File: src/rtl/mainfsm.sv
// Moore main controller for the multicycle ARM datapath: sequences
// fetch/decode/execute/writeback with an optional bounded memory-ready stall.
module mainfsm #(
   parameter bit          WAIT_EN    = 1'b0,
   parameter int unsigned WAIT_LIMIT = 15
) (
   input  logic       clk,
   input  logic       reset,
   input  logic [1:0] Op,
   input  logic [5:0] Funct,
   input  logic       MemReady,
   output logic       IRWrite,
   output logic       AdrSrc,
   output logic [1:0] ALUSrcA,
   output logic [1:0] ALUSrcB,
   output logic [1:0] ResultSrc,
   output logic       NextPC,
   output logic       RegW,
   output logic       MemW,
   output logic       Branch,
   output logic       ALUOp,
   output logic       MemFault,
   output logic [3:0] State
);

   localparam int unsigned CNT_W = 8;

   typedef enum logic [3:0] {
      S_FETCH    = 4'd0,
      S_DECODE   = 4'd1,
      S_MEMADR   = 4'd2,
      S_MEMRD    = 4'd3,
      S_MEMWB    = 4'd4,
      S_MEMWR    = 4'd5,
      S_EXECUTER = 4'd6,
      S_EXECUTEI = 4'd7,
      S_ALUWB    = 4'd8,
      S_BRANCH   = 4'd9,
      S_UNKNOWN  = 4'd10
   } state_e;

   typedef struct packed {
      logic       ir_write;
      logic       adr_src;
      logic [1:0] alu_src_a;
      logic [1:0] alu_src_b;
      logic [1:0] result_src;
      logic       next_pc;
      logic       reg_w;
      logic       mem_w;
      logic       branch;
      logic       alu_op;
   } ctrl_t;

   // Control word for each state; illegal codes decode to all-zero.
   function automatic ctrl_t decode(input state_e s);
      ctrl_t c;
      c = '0;
      case (s)
         S_FETCH: begin
            c.ir_write   = 1'b1;
            c.next_pc    = 1'b1;
            c.alu_src_a  = 2'b01;
            c.alu_src_b  = 2'b10;
            c.result_src = 2'b10;
         end
         S_DECODE: begin
            c.alu_src_a  = 2'b01;
            c.alu_src_b  = 2'b10;
            c.result_src = 2'b10;
         end
         S_MEMADR:   c.alu_src_b = 2'b01;
         S_MEMRD:    c.adr_src   = 1'b1;
         S_MEMWB: begin
            c.result_src = 2'b01;
            c.reg_w      = 1'b1;
         end
         S_MEMWR: begin
            c.adr_src = 1'b1;
            c.mem_w   = 1'b1;
         end
         S_EXECUTER: c.alu_op = 1'b1;
         S_EXECUTEI: begin
            c.alu_src_b = 2'b01;
            c.alu_op    = 1'b1;
         end
         S_ALUWB:    c.reg_w = 1'b1;
         S_BRANCH: begin
            c.alu_src_b  = 2'b01;
            c.result_src = 2'b10;
            c.branch     = 1'b1;
         end
         default: ;
      endcase
      return c;
   endfunction

   state_e             state_q, state_d, nxt_c;
   logic [CNT_W-1:0]   cnt_q, cnt_d;
   logic               fault_q, fault_d;
   ctrl_t              ctrl_q, ctrl_d;
   logic               mem_state_c, stall_c, timeout_c;
   logic               unused_funct_c;

   assign unused_funct_c = ^Funct[4:1];

   // Unstalled successor of the current state.
   always_comb begin
      nxt_c = S_FETCH;
      case (state_q)
         S_FETCH:  nxt_c = S_DECODE;
         S_DECODE: begin
            case (Op)
               2'b00:   nxt_c = Funct[5] ? S_EXECUTEI : S_EXECUTER;
               2'b01:   nxt_c = S_MEMADR;
               2'b10:   nxt_c = S_BRANCH;
               default: nxt_c = S_UNKNOWN;
            endcase
         end
         S_MEMADR:   nxt_c = Funct[0] ? S_MEMRD : S_MEMWR;
         S_MEMRD:    nxt_c = S_MEMWB;
         S_EXECUTER: nxt_c = S_ALUWB;
         S_EXECUTEI: nxt_c = S_ALUWB;
         default:    nxt_c = S_FETCH;
      endcase
   end

   // Stall / timeout handling layered over the plain sequence.
   always_comb begin
      state_d     = nxt_c;
      cnt_d       = '0;
      fault_d     = fault_q;
      mem_state_c = (state_q == S_FETCH) || (state_q == S_MEMRD) || (state_q == S_MEMWR);
      stall_c     = WAIT_EN && mem_state_c && !MemReady;
      timeout_c   = stall_c && (cnt_q == CNT_W'(WAIT_LIMIT));
      if (timeout_c) begin
         state_d = S_FETCH;
         fault_d = 1'b1;
      end else if (stall_c) begin
         state_d = state_q;
         cnt_d   = cnt_q + CNT_W'(1);
      end
      ctrl_d = decode(state_d);
   end

   always_ff @(posedge clk or negedge reset) begin
      if (!reset) begin
         state_q <= S_FETCH;
         cnt_q   <= '0;
         fault_q <= 1'b0;
         ctrl_q  <= decode(S_FETCH);
      end else begin
         state_q <= state_d;
         cnt_q   <= cnt_d;
         fault_q <= fault_d;
         ctrl_q  <= ctrl_d;
      end
   end

   // Write strobes are suppressed in the cycle a wait times out.
   assign IRWrite   = ctrl_q.ir_write & ~timeout_c;
   assign NextPC    = ctrl_q.next_pc  & ~timeout_c;
   assign MemW      = ctrl_q.mem_w    & ~timeout_c;
   assign AdrSrc    = ctrl_q.adr_src;
   assign ALUSrcA   = ctrl_q.alu_src_a;
   assign ALUSrcB   = ctrl_q.alu_src_b;
   assign ResultSrc = ctrl_q.result_src;
   assign RegW      = ctrl_q.reg_w;
   assign Branch    = ctrl_q.branch;
   assign ALUOp     = ctrl_q.alu_op;
   assign MemFault  = fault_q;
   assign State     = state_q;

endmodule
File: config.mk
export PLATFORM = sky130hd
export DESIGN_NAME = mainfsm
export DESIGN_NICKNAME = d
export VERILOG_FILES = /design/src/rtl/mainfsm.sv
export SDC_FILE = /design/constraint.sdc
export NUM_CORES = 1
export LEC_CHECK = 0
export CAP_MARGIN = 0
export CORE_MARGIN = 2
export CORE_UTILIZATION = 39
export DETAILED_ROUTE_END_ITERATION = 10
export GPL_TIMING_DRIVEN = 0
export PLACE_DENSITY = 0.77
export REMOVE_ABC_BUFFERS = 1
export SLEW_MARGIN = 10
export SYNTH_ARGS = -nofsm -noshare
export SYNTH_HDL_FRONTEND = slang
export SYNTH_SLANG_ARGS = --single-unit
File: constraint.sdc
create_clock -name clk -period 1.61 [get_ports clk]
set_input_delay 0.322 -clock clk [delete_from_list [all_inputs] [get_ports clk]]
set_output_delay 0.322 -clock clk [all_outputs]
set_load 0.03 [all_outputs]
### Word level (Yosys, flattened, before mapping)

Index checks and enable logic that the tools add are counted.

* word-level logic and storage cells: 49
* register bits: 16
* output and inout port bits: 18
* input bits: 11

* reduce and logical (&&, ||, !) cells: 10
* multiplexer cells: 13
* equality and inequality tests: 16

Operators with widths (number)
* == test 4 x 3 -> 1 bit (second input constant): 6
* case mux 4 bit (5 select lines): 1
* == test 4 x 2 -> 1 bit (second input constant): 4
* case mux 4 bit (3 select lines): 1
* OR reduction 2 bit: 5
* == test 4 x 1 -> 1 bit (second input constant): 2
* == test 4 bit (second input constant): 2
* zero test 4 bit: 2
* 2-to-1 mux 1 bit: 8
* case mux 2 bit (2 select lines): 2
* OR reduction 3 bit: 2
* 2-to-1 mux 3 bit: 1
* == test 2 x 1 -> 1 bit (second input constant): 1
* == test 2 bit (second input constant): 1
* zero test 2 bit: 1

### Depth between registers and ports, before layout

Gate-level depths: netlist (run 1).

* depth in word-level cells: 6
* depth in mapped cells: 5
* gate-level depth less buffers: 4

### Least setup slack after synthesis (run 1)

No wires, ideal clock.

* path kind: register to register
* start: register state_q[0] (netlist: State[0])
* end: register ctrl_q, in the netlist ALUSrcB[0]
* setup time: 73 ps
* required time: 1537 ps
* clock period less this slack: 1317 ps
* arrival: 1244 ps
* slack: 293 ps
* buffers on the path: 0
* cell stages (with the launch flop): 5
* cell sequence: dfrtp_1 > nor2b_2 > a31oi_1 > a221o_1 > a21oi_2

RTL lines
* from (decl): line 98 `state_e state_q, state_d, nxt_c;`
* from (signal assigned): line 153 `state_q <= state_d;`
* to (signal assigned): line 151 `ctrl_q <= decode(S_FETCH);`
* to (signal assigned): line 156 `ctrl_q <= ctrl_d;`
* to (decl): line 101 `ctrl_t ctrl_q, ctrl_d;`

### Worst setup path after layout (run 1)

* start: register state_q[2] (netlist: State[2])
* end: output State[2]

RTL lines
* to (decl): line 23 `output logic [3:0] State`

No word-level cell between the ends.

==> flow_summary_export.csv, run 1 <==
group,metric,value,unit
outcome,status,"finished clean",
timing,skew,0.008082,ns
timing,post-route-min-period,1.543,ns
finish,layout.nets,93,
power_and_ir_drop,power,1.766,mW
route,first_iter_violations,8,
finish,drive_above_1_share,0.1481,
timing,fin_tns_setup,0,ns
route,routed_via_density,5.072,
critical_path,cp.required,1.29,ns
critical_path,path_class,"register to primary output",
synthesis,yosysSeqAreaShare,0.5717,
global_route,grt_usage,0.1516,
power_and_ir_drop,power.leakage,0.5000,nW
critical_path,critPathMaxFanout,8,
clock_network,cts_setup_buffers,0,
floorplanning,die_w,43.85,microns
global_route,antenna_found_initial,0,
route,wire_per_inst,12.56,microns
power_and_ir_drop,swShare,0.4547,
finish,fillCellCount,123,
synthesis,ys_seq_elements,14,
critical_path,critPathTopFamily,"flip-flops",
synthesis,yosysTopAreaCellShare,0.4444,
clock_network,cts_max_path_buffers,2,
timing,setup_violations,0,
floorplanning,rows,14,
critical_path,critPathBufInv,1,
global_route,grt-ovfl-total,0,
route,ant_nets,0,
power_and_ir_drop,clock_power_share,0.140,
global_route,grt_first_pass_wirelength,2021,microns
synthesis,syn_area_per_cell,10.15,sq um
synthesis,netlist_instances,61,
global_route,grt_pass1_vias,433,
clock_network,cts_made_buffers,3,
clock_network,hold_buffers,0,
placement,dp_hpwl,886,microns
floorplanning,die_h,43.85,microns
placement,gp_congestion,0.7833,
timing,slew_headroom,0.6031,
clock_network,cts.reportedPaths.clkPinSlew,0.08,ns
timing,maxSlewViolCount,0,
timing,hold_ws,0.4121,ns
critical_path,cp.arrival,1.22,ns
critical_path,worst_setup_path_end_kind,"primary output",
job,drv_cap,0,
synthesis,yosysTopAreaCell,"dfrtp_1",
synthesis,synth.top_cells.by_area,"dfrtp_1 (44%), dfstp_2 (13%), buf_4 (6.1%)",
critical_path,max_stage_delay,0.50,ns
placement,io_buffers,21,
power_and_ir_drop,p_int,963.0,uW
timing,rsz0062_at_grt,"no",
synthesis,syn_area,619.3,sq um
power_and_ir_drop,p_comb_frac,0.489,
timing,tightestPinTransition,0.5934,ns
critical_path,cp_slowest_cell,"dfrtp_1",
power_and_ir_drop,power.share.sequential,0.371,
critical_path,start_kind,"register",
finish,synthToLayoutAreaGrowth,37.98,%
power_and_ir_drop,vdd_drop_max,1.025,mV
power_and_ir_drop,p_per_area,2067,mW/mm^2
route,vias,492,
clock_network,cts_max_level,1,
global_route,grt_max_degree,15,
clock_network,cts-root-buf,"clkbuf_4",
route,drc_errors,0,
clock_network,clock_sinks,14,
hold_path,holdCritPathClass,"input pin to asynchronous set/reset pin",
route,routed_wl,1218,microns
timing,finalCritPeriodShare,0.9581,
floorplanning,core_area,0.001489,sq mm
timing,fmax,648.3,MHz
clock_network,cts_tree,"yes",
floorplanning,dieArea,0.001923,sq mm
synthesis,yosys_warnings,0,
timing,hold_viol_final,0,
synthesis,synth_cell_types,28,
critical_path,path_cells,"dlygate4sd2_1",
clock_network,clk_latency,0.28,ns
floorplanning,ioPinCount,29,
power_and_ir_drop,switchingPower,803.1,uW
floorplanning,start_util,0.4160,
finish,diodes,0,
route,first_pass_iters,4,
sequential cells by signal (all words and copies together), names as in the netlist:
register and cells:
State 4, ResultSrc 2, ALUOp 1, ALUSrcA 1, ALUSrcB 1, AdrSrc 1, Branch 1, MemW 1
NextPC 1, RegW 1
path summary, 6_finish.rpt:
path | cells after the start | startpoint | end | slack, ns
max in group asynchronous | 1 | reset | State[0] | 0.77
max | 1 | State[2] | State[2] | 0.07
min in group clk | 1 | State[3] | RegW | 0.58
max reg2reg | 4 | State[0] | ALUSrcB[0] | 0.27
min reg2reg | 1 | State[3] | RegW | 0.58
min | 1 | reset | MemW | 0.41
power by group through the flow:
stage                     Combinational (mW)  Sequential, mW  Clock [mW]
final                                  0.863           0.656       0.247
after global routing                   0.934           0.680       0.280
after CTS                              0.880           0.659       0.254
after detailed placement               0.953           0.667           0
after global placement                 0.937           0.660           0
after floorplan                        0.269           0.947           0
through the flow:
step                      area (sq um)  std cells  utilization  worst slack (ns)
after floorplan                  581.8         56            -            0.1414
after global placement           812.0         93       0.5454          -0.01615
after detailed placement         812.0         93       0.5454          -0.03644
after CTS                        838.3         97       0.5630          0.004125
after global routing             854.6         97       0.5740          0.005643
final                            854.6         97       0.5740           0.06748
kinds of logic after synthesis:
logic type	Yosys count	share of synthesized area
other	1	0.006055
AND/OR/NAND/NOR	24	0.2000
AO/OA/AOI/OAI	13	0.1374
buffers and inverters	9	0.08485
flip-flops	14	0.5717
layout make-up:
| type | count | area, sq um | share of cell area |
|---|---|---|---|
| Clock buffer | 4 | 36.28 | 0.04246 |
| Inverter | 3 | 11.26 | 0.01318 |
| Multi-Input combinational cell | 39 | 216.5 | 0.2533 |
| Sequential cell | 14 | 356.6 | 0.4173 |
| Tap cell | 16 | 20.02 | 0.02343 |
| Timing Repair Buffer | 21 | 214.0 | 0.2504 |
timing repair:
action,4_1_cts,5_1_grt
resized for setup,12,7
pin swaps,0,0
endpoints found under the setup margin,10,7
placed cells by master, fill, tap and decap left out, drive strengths merged, types with 2 or more instances in the layout:
master	netlist	layout
a21oi	5	5
clkbuf	1	4
clkdlybuf4s50	0	5
conb	1	2
dfrtp	11	11
dfstp	3	3
dlygate4sd2	0	9
dlymetal6s2s	0	6
inv	3	3
nand2	4	4
nor2	7	7
nor2b	2	2
nor3	2	2
o21ai	2	2
or2	3	3
layer usage:
layer,GRT usage,up-vias,share of wire,wire length [microns]
met5,0,-,0,0
met4,0.1091,0,0.014,17
met3,0.04167,2,0.086,105
met2,0.2265,22,0.50,604
met1,0.1864,233,0.40,490
li1,-,235,-,-
synth_stat cells (all sizes together):
cell     n
a21boi   1
a21o     1
a21oi    5
a221o    1
a31oi    1
and2     1
and3     1
and4     1
buf      5
clkbuf   1
conb     1
dfrtp   11
dfstp    3
inv      3
nand2    4
nand2b   1
nand3    1
nor2     7
nor2b    2
nor3     2
o211ai   1
o21ai    2
o21bai   1
or2      3
or3      1
Power figures use the tool's default switching activity.
==> run 2, diff against run 1 <==
CAP_MARGIN = 20   (was 0)
SKIP_LAST_GASP = 1   (was default)
==> results of run 2 <==
Same layout as run 1: the final DEF is identical, and so are final timing and power.
Among the figures that moved: number of gates resized after CTS 12 -> 11; wire length of the first global-routing pass 2021 microns -> 2014 microns; overall routing resource usage 0.1516 -> 0.1507; met1 usage 0.1864 -> 0.1837
